--- src/rtl/seg_scan_ctrl.sv ---
// Multiplexed 4-digit 7-segment scanner: one shared BCD decoder, guard gap
// between digits, shadow/active registers with a tear-free commit at frame end.

module bcd7seg (
  input  logic [3:0] num,
  output logic [6:0] seg
);
  // Active-low, bit order {g,f,e,d,c,b,a}
  always_comb begin
    case (num)
      4'd0:    seg = 7'b1000000;
      4'd1:    seg = 7'b1111001;
      4'd2:    seg = 7'b0100100;
      4'd3:    seg = 7'b0110000;
      4'd4:    seg = 7'b0011001;
      4'd5:    seg = 7'b0010010;
      4'd6:    seg = 7'b0000010;
      4'd7:    seg = 7'b1111000;
      4'd8:    seg = 7'b0000000;
      4'd9:    seg = 7'b0010000;
      default: seg = 7'h7F;
    endcase
  end
endmodule

module seg_scan_ctrl #(
  parameter int DIV   = 1000,
  parameter int GUARD = 2
) (
  input  logic        clk,
  input  logic        rst,
  input  logic        load,
  input  logic [15:0] val,
  input  logic        lz_blank,
  output logic [3:0]  an,
  output logic [6:0]  seg,
  output logic        pending,
  output logic        frame_done,
  output logic        bad_digit
);
  localparam int CMAX = (DIV > GUARD) ? DIV : GUARD;
  localparam int CW   = (CMAX > 1) ? $clog2(CMAX) : 1;
  localparam logic [CW-1:0] G_LAST = CW'(GUARD - 1);
  localparam logic [CW-1:0] D_LAST = CW'(DIV - 1);

  typedef enum logic {ST_GUARD, ST_SHOW} state_t;

  state_t        state, state_n;
  logic [1:0]    d, d_n;
  logic [CW-1:0] cnt, cnt_n;
  logic [15:0]   active, shadow, hi;
  logic [3:0]    nib, an_n;
  logic [6:0]    dec, seg_n;
  logic          show_entry, commit, bad_n, lz_off;

  bcd7seg u_dec (.num(nib), .seg(dec));

  // d only advances when leaving SHOW, so during GUARD it already names the
  // digit about to be shown and the decoder output is ready for the entry edge.
  assign nib        = active[{d, 2'b00} +: 4];
  assign hi         = active >> {d, 2'b00};
  assign lz_off     = lz_blank && (d != 2'd0) && (hi == 16'h0000);
  assign show_entry = (state == ST_GUARD) && (cnt == G_LAST);
  assign commit     = (state == ST_SHOW) && (cnt == D_LAST) && (d == 2'd3);
  assign bad_n      = show_entry && (nib > 4'd9);

  always_comb begin
    state_n = state;
    d_n     = d;
    cnt_n   = cnt + CW'(1);
    an_n    = 4'hF;
    seg_n   = 7'h7F;
    case (state)
      ST_GUARD: if (cnt == G_LAST) begin
        state_n = ST_SHOW;
        cnt_n   = '0;
      end
      ST_SHOW: if (cnt == D_LAST) begin
        state_n = ST_GUARD;
        cnt_n   = '0;
        d_n     = d + 2'd1;
      end
      default: begin
        state_n = ST_GUARD;
        cnt_n   = '0;
      end
    endcase
    if (state_n == ST_SHOW && nib <= 4'd9 && !lz_off) begin
      an_n  = ~(4'b0001 << d);
      seg_n = dec;
    end
  end

  always_ff @(posedge clk) begin
    if (rst) begin
      state      <= ST_GUARD;
      d          <= 2'd0;
      cnt        <= '0;
      an         <= 4'hF;
      seg        <= 7'h7F;
      active     <= 16'h0000;
      shadow     <= 16'h0000;
      pending    <= 1'b0;
      frame_done <= 1'b0;
      bad_digit  <= 1'b0;
    end else begin
      state      <= state_n;
      d          <= d_n;
      cnt        <= cnt_n;
      an         <= an_n;
      seg        <= seg_n;
      frame_done <= commit;
      bad_digit  <= bad_n;
      if (commit && pending) active <= shadow;
      // A load on the commit edge still wins for shadow and keeps pending set
      if (load) begin
        shadow  <= val;
        pending <= 1'b1;
      end else if (commit) begin
        pending <= 1'b0;
      end
    end
  end
endmodule

--- config.mk ---
export PLATFORM = sky130hd
export DESIGN_NAME = seg_scan_ctrl
export DESIGN_NICKNAME = d
export VERILOG_FILES = /design/src/rtl/seg_scan_ctrl.sv
export SDC_FILE = /design/constraint.sdc
export NUM_CORES = 1
export LEC_CHECK = 0
export CORE_UTILIZATION = 54
export DETAILED_ROUTE_END_ITERATION = 7
export PLACE_DENSITY = 0.78
export SLEW_MARGIN = 20
export SYNTH_ARGS = -nofsm -noshare
export SYNTH_HDL_FRONTEND = slang
export SYNTH_SLANG_ARGS = --single-unit
--- constraint.sdc ---
create_clock -name clk -period 2.8 [get_ports clk]
set_input_delay 0.42 -clock clk [delete_from_list [all_inputs] [get_ports clk]]
set_output_delay 0.42 -clock clk [all_outputs]
set_load 0.005 [all_outputs]
==> results.py, run 1 <==
metrics = {
    "status": {
        "status": "finished, violations left",
        "violations": "design-rule violations",
    },
    "sta": {
        "slew_violations": 0,
        "fin_worst_skew_ns": 0.0107,
        "fmax_mhz": 424,
        "finalCriticalPeriod_ns": 2.36,
        "rsz0062_at_grt": "false",
        "setup_viol": 0,
        "worst_pin_slew_ns": 0.777,
        "hold_violations": 0,
        "max_slew_margin": 0.482,
        "setup-tns-final_ns": 0,
        "period_share": 0.842,
        "setup_slack_ns": 0.442,
    },
    "worst_setup_path": {
        "crit_required_ns": 3.03,
        "critPathKind": "reg -> reg",
        "crit_path_end_kind": "flip-flop",
        "cp.arrival_ns": 2.59,
        "ff2ff_path_depth": 7,
        "start_kind": "flip-flop",
        "crit_fanout": 11,
    },
    "yosys": {
        "synth_seq_cells": 59,
        "yosysTopAreaCell": "dfxtp_1",
        "synth_top_area_frac": 0.459,
        "synth-edff-count": 0,
        "synthArstFlopShare": 0,
        "yosys-top-cells-area": "dfxtp_1 (46%), mux2i_1 (7.0%), ha_1 (5.4%)",
        "synth_area_per_cell_um2": 9.25,
        "synth_cell_types": 38,
        "syn-cell-area_um2": 2570,
        "synthesis.nets": 309,
        "ys.flop_type": "dfxtp_1",
        "synthCells": 278,
        "yosysWarningCount": 0,
        "ys_seq_area_frac": 0.459,
    },
    "hold_path": {
        "holdPathStages": 2,
        "hold_class": "reg -> reg",
    },
    "floorplanning": {
        "die_h_um": 71.0,
        "die_area_um2": 5040,
        "io_pins": 34,
        "initial_core_util": 0.575,
        "core_area_um2": 4470,
        "die_w_um": 71.0,
        "fp-row-count": 24,
    },
    "global_routing": {
        "grt_pass1_wl_um": 8670,
        "grt_use_total": 0.224,
        "grt-ovfl-total": 0,
        "grt_max_degree": 40,
        "antenna_found_initial": 0,
        "grt_pass1_vias": 1894,
    },
    "drt": {
        "drc": 4,
        "first_pass_iters": 8,
        "highest_layer": "met4",
        "met2RoutedLength_um": 2370,
        "routed_wirelength_um": 5010,
        "m1WireLength_um": 2280,
        "drtIter0Drc": 139,
        "ant_nets": 0,
        "wire_per_inst_um": 13.7,
        "via_per_inst": 5.71,
        "vias": 2084,
        "routed-wl-met3_um": 213,
    },
    "power": {
        "irDropWorstVdd_mv": 0.471,
        "cellLeakagePower_nw": 1.16,
        "p_per_area_nw_per_um2": 622,
    },
    "cells_and_area": {
        "layout_commonest_cell": "dfxtp_1",
        "multi_input_area_um2": 1260,
        "postLayoutCellArea_um2": 3140,
        "diodes": 0,
        "layout-drive-gt1-share": 0.0799,
        "seq_area_um2": 1180,
        "syn_to_final_growth_pct": 21.9,
        "finalNetCount": 339,
        "nFillCells": 362,
        "mostFrequentLayoutCells": "dfxtp_1 (59), clkdlybuf4s50_1 (33), nor2_1 (32)",
    },
    "cts": {
        "path_clk_slew_ns": 0.07,
        "clockBufferDepth": 2,
        "cts_made_buffers": 9,
        "cts_hold_buf": 0,
        "root_buffer": "clkbuf_8",
        "cts-resized-gates": 0,
        "cts_max_level": 3,
        "post_cts_buffers": 0,
        "clock_latency_ns": 0.34,
        "cts_tree": "built",
        "cts_sinks": 59,
    },
    "job": {
        "drv_cap": 0,
    },
    "placed_design": {
        "dpl.hpwl_um": 3270,
        "placed_area_um2": 2910,
        "dp_worst_setup_slack_ns": 0.444,
        "io_buffer_count": 33,
        "gp_congestion": 0.939,
    },
}
[worst max-delay path, cell delays in order (launching register included)]
cell and delay, ns:
dfxtp_1 0.53, mux4_2 0.46, inv_1 0.14, ha_1 0.18, nor4b_1 0.28, nand2_1 0.10, a211o_1 0.42, o311ai_1 0.14
[registers in the layout, indices dropped and copies added, names as in the netlist]
name        count
cnt            10
an              4
d               2
bad_digit       1
state           1
shadow         16
seg             7
pending         1
active         16
frame_done      1
[metrics by stage]
| stage | instances | hold slack [ns] | utilization | power [mW] |
|---|---|---|---|---|
| floorplan | 278 | 0.445 | - | 1.01 |
| global placement | 349 | 0.459 | 0.650 | 1.09 |
| detailed placement | 349 | 0.461 | 0.650 | 1.10 |
| CTS | 365 | 0.474 | 0.701 | 1.96 |
| global route | 365 | 0.502 | 0.701 | 2.01 |
| finish | 365 | 0.474 | 0.701 | 1.95 |
[logic make-up (layout without fill, tap and decap cells)]
group	count (synthesis)	after routing	synth area share
xor gates and xnor gates	9	9	0.0307
buffers and inverters	29	64	0.0501
DFF	59	59	0.459
muxes	23	23	0.111
AOI/OAI and AO/OA	49	49	0.105
adders and majority gates	11	11	0.0535
and+or+nand+nor	98	98	0.190
[worst paths after layout]
check | from | endpoint | slack, ns
max | d[1] | seg[0] | 0.44
min | shadow[0] | active[0] | 0.47
max reg2reg | d[1] | seg[0] | 0.44
min reg2reg | shadow[0] | active[0] | 0.47
[final cells by class]
type                       instances  area share
clock buffer                      11      0.0483
clock inverter                     5      0.0239
inverter                          11      0.0132
multi-input combinational        190       0.402
sequential                        59       0.377
tap                               52      0.0208
timing repair buffer              37       0.115
[power breakdown]
group	internal (mW)	switching, mW	total [mW]
registers	0.886	0.0261	0.912
logic	0.0953	0.0702	0.165
clock network	0.545	0.328	0.873
total	1.53	0.425	1.95
[routing by layer]
layer  track usage  vias to the layer above
met5             0                        -
li1              -                     1044
met1         0.273                      957
met4         0.153                        0
met3        0.0527                       13
met2         0.350                       70
[cells in the mapped netlist (2+ instances only)]
library cell and n:
nand4_1 8, nor2_1 32, dfxtp_1 59, nor4_1 4
nand3_1 24, o22ai_1 2, ha_1 11, buf_1 2
and4_1 2, xor2_1 2, inv_1 11, clkbuf_1 10
o21ai_0 19, mux2i_1 18, buf_6 2, nand2_1 10
mux4_2 3, buf_2 4, xnor2_1 7, nand4b_1 2
nor3_1 7, nor4b_1 3, a21oi_1 21
No activity file was read; power rests on OpenSTA's default activity.
==> run 2: changes to the inputs <==
==> constraint.sdc (replaced) <==
create_clock -name clk -period 2.31 [get_ports clk]
set_input_delay 0.3465 -clock clk [delete_from_list [all_inputs] [get_ports clk]]
set_output_delay 0.3465 -clock clk [all_outputs]
set_load 0.005 [all_outputs]
==> run 2 against run 1 <==
Worst hold slack lost 0.0041 ns. Highest routed layer unchanged. Cell count grew 1.6%. The run still ends with design-rule violations left. Sequential power grew 22%. Sequential cell count is the same. Clock power grew 8.0%. Combinational power grew 29%. Die area is the same.
==> results.py, run 2 (same netlist as run 1, synthesis figures left out) <==
metrics = {
    "sta": {
        "period_share": 0.908,
        "worst_pin_slew_ns": 0.534,
        "finalCriticalPeriod_ns": 2.10,
        "slew_violations": 0,
        "max_slew_margin": 0.644,
        "fin_worst_skew_ns": 0.00985,
        "setup_slack_ns": 0.212,
        "setup_viol": 0,
        "hold_violations": 0,
        "setup-tns-final_ns": 0,
        "fmax_mhz": 477,
        "rsz0062_at_grt": "false",
    },
    "global_routing": {
        "grt_use_total": 0.230,
        "grt_max_degree": 36,
        "grt_pass1_wl_um": 8940,
        "antenna_found_initial": 0,
        "grt_pass1_vias": 2046,
        "grt-ovfl-total": 0,
    },
    "cts": {
        "clockBufferDepth": 2,
        "cts-resized-gates": 0,
        "cts_tree": "built",
        "post_cts_buffers": 0,
        "cts_sinks": 59,
        "cts_hold_buf": 0,
        "path_clk_slew_ns": 0.06,
        "root_buffer": "clkbuf_8",
        "cts_made_buffers": 9,
        "clock_latency_ns": 0.33,
        "cts_max_level": 3,
    },
    "drt": {
        "drc": 4,
        "drtIter0Drc": 112,
        "wire_per_inst_um": 13.7,
        "first_pass_iters": 7,
        "vias": 2109,
        "routed_wirelength_um": 5100,
        "ant_nets": 0,
        "via_per_inst": 5.68,
    },
    "status": {
        "violations": "design-rule violations",
        "status": "finished, violations left",
    },
    "worst_setup_path": {
        "cpPeakStageDelay_ns": 0.57,
        "critPathKind": "reg -> reg",
        "crit_fanout": 11,
        "critPathTopFamily": "multiplexers",
        "start_kind": "flip-flop",
        "ff2ff_path_depth": 7,
        "cp_num_buf_inv": 1,
        "rr_endpoint": "seg[0]",
        "crit_chain": "mux4_1 > inv_1 > ha_1 > nor4b_2 > nand2_1 > a211o_4 > o311ai_1",
        "crit_start": "d[0]",
        "crit_path_end_kind": "flip-flop",
        "cp.arrival_ns": 2.32,
        "crit_required_ns": 2.53,
        "cp-endpoint": "seg[0]",
        "crit_cells": 7,
        "crit_slowest_cell": "mux4_1",
        "rrSetupSlack_ns": 0.21,
        "reg2reg_from": "d[0]",
    },
    "floorplanning": {
        "die_area_um2": 5040,
        "die_w_um": 71.0,
        "io_pins": 34,
        "die_h_um": 71.0,
        "core_area_um2": 4470,
        "initial_core_util": 0.575,
        "fp-row-count": 24,
    },
    "cells_and_area": {
        "postLayoutCellArea_um2": 3190,
        "reg.largest.list": "active x16, shadow x16, cnt x10",
        "nFillCells": 356,
        "layout-drive-gt1-share": 0.107,
        "mostFrequentLayoutCells": "dfxtp_1 (58), clkdlybuf4s50_1 (33), nor2_1 (32)",
        "fin_cells": 371,
        "diodes": 0,
        "finalNetCount": 347,
        "syn_to_final_growth_pct": 23.9,
        "layout_commonest_cell": "dfxtp_1",
    },
    "power": {
        "finalPower_mw": 2.26,
        "cellLeakagePower_nw": 1.19,
        "p_per_area_nw_per_um2": 710,
        "irDropWorstVdd_mv": 0.400,
    },
    "hold_path": {
        "holdPathStages": 2,
        "hold_class": "reg -> reg",
    },
    "placed_design": {
        "gp_congestion": 0.885,
        "placed_area_um2": 2970,
        "dpl.cell_count": 357,
        "io_buffer_count": 33,
        "dp_worst_setup_slack_ns": 0.0916,
        "dpl.hpwl_um": 3470,
    },
    "job": {
        "drv_cap": 0,
    },
}
run 2: cell count changes in the layout (fill, tap and decap cells not counted):
cell	previous run	this run
a211o_1	1	0
clkbuf_8	11	12
a211o_4	0	1
clkinv_2	3	1
dfxtp_2	0	1
bufinv_16	2	1
dfxtp_1	59	58
nor4b_1	3	2
nor4b_2	0	1
buf_4	4	12
run 2: through the flow:
stage / util / hold WS (ns)
after global placement: 0.664 / 0.459
final: 0.712 / 0.470
after floorplan: - / 0.445
after CTS: 0.708 / 0.471
after detailed placement: 0.664 / 0.461
after global routing: 0.712 / 0.500
run 2: worst min path at each step:
stage,start,end,slack [ns]
2_1_floorplan,cnt[0],cnt[0],0.44
3_3_place_gp,cnt[0],cnt[0],0.46
3_5_place_dp,shadow[9],active[9],0.46
4_1_cts,shadow[14],active[14],0.47
5_1_grt,shadow[6],active[6],0.50
6_report,shadow[9],active[9],0.47
run 2: area by class of cell:
cell class,instances,area (um2),share of cell area
tap,52,65.1,0.0204
multi-input combinational,190,1280,0.401
clock inverter,2,35.0,0.0110
inverter,11,41.3,0.0130
timing repair buffer,45,420,0.132
clock buffer,12,165,0.0518
sequential,59,1180,0.371
run 2: routing by layer:
metal / vias up / track usage / wire length (um)
met5: - / 0 / 0
li1: 1061 / - / -
met1: 987 / 0.276 / 2310
met3: 8 / 0.0798 / 244
met4: 0 / 0.124 / 70
met2: 53 / 0.364 / 2480
run 2: worst reg2reg max path: stages, from the launching register on:
cell and delay (ns):
dfxtp_2 0.36, mux4_1 0.57, inv_1 0.12, ha_1 0.17, nor4b_2 0.18, nand2_1 0.10, a211o_4 0.37, o311ai_1 0.11
run 2: power breakdown:
| part | internal, mW | switching [mW] |
|---|---|---|
| Clock | 0.573 | 0.370 |
| Combinational | 0.123 | 0.0897 |
| Sequential | 1.07 | 0.0323 |
==> run 3: changes to the inputs <==
--- a/config.mk
+++ b/config.mk
@@ -5,6 +5,7 @@
 export SDC_FILE = /design/constraint.sdc
 export NUM_CORES = 1
 export LEC_CHECK = 0
+export ABC_CLOCK_PERIOD_IN_PS = 2310
 export CORE_UTILIZATION = 54
 export DETAILED_ROUTE_END_ITERATION = 7
 export PLACE_DENSITY = 0.78
==> results of run 3 <==
No change in the layout: final DEF, timing and power equal those of run 2.
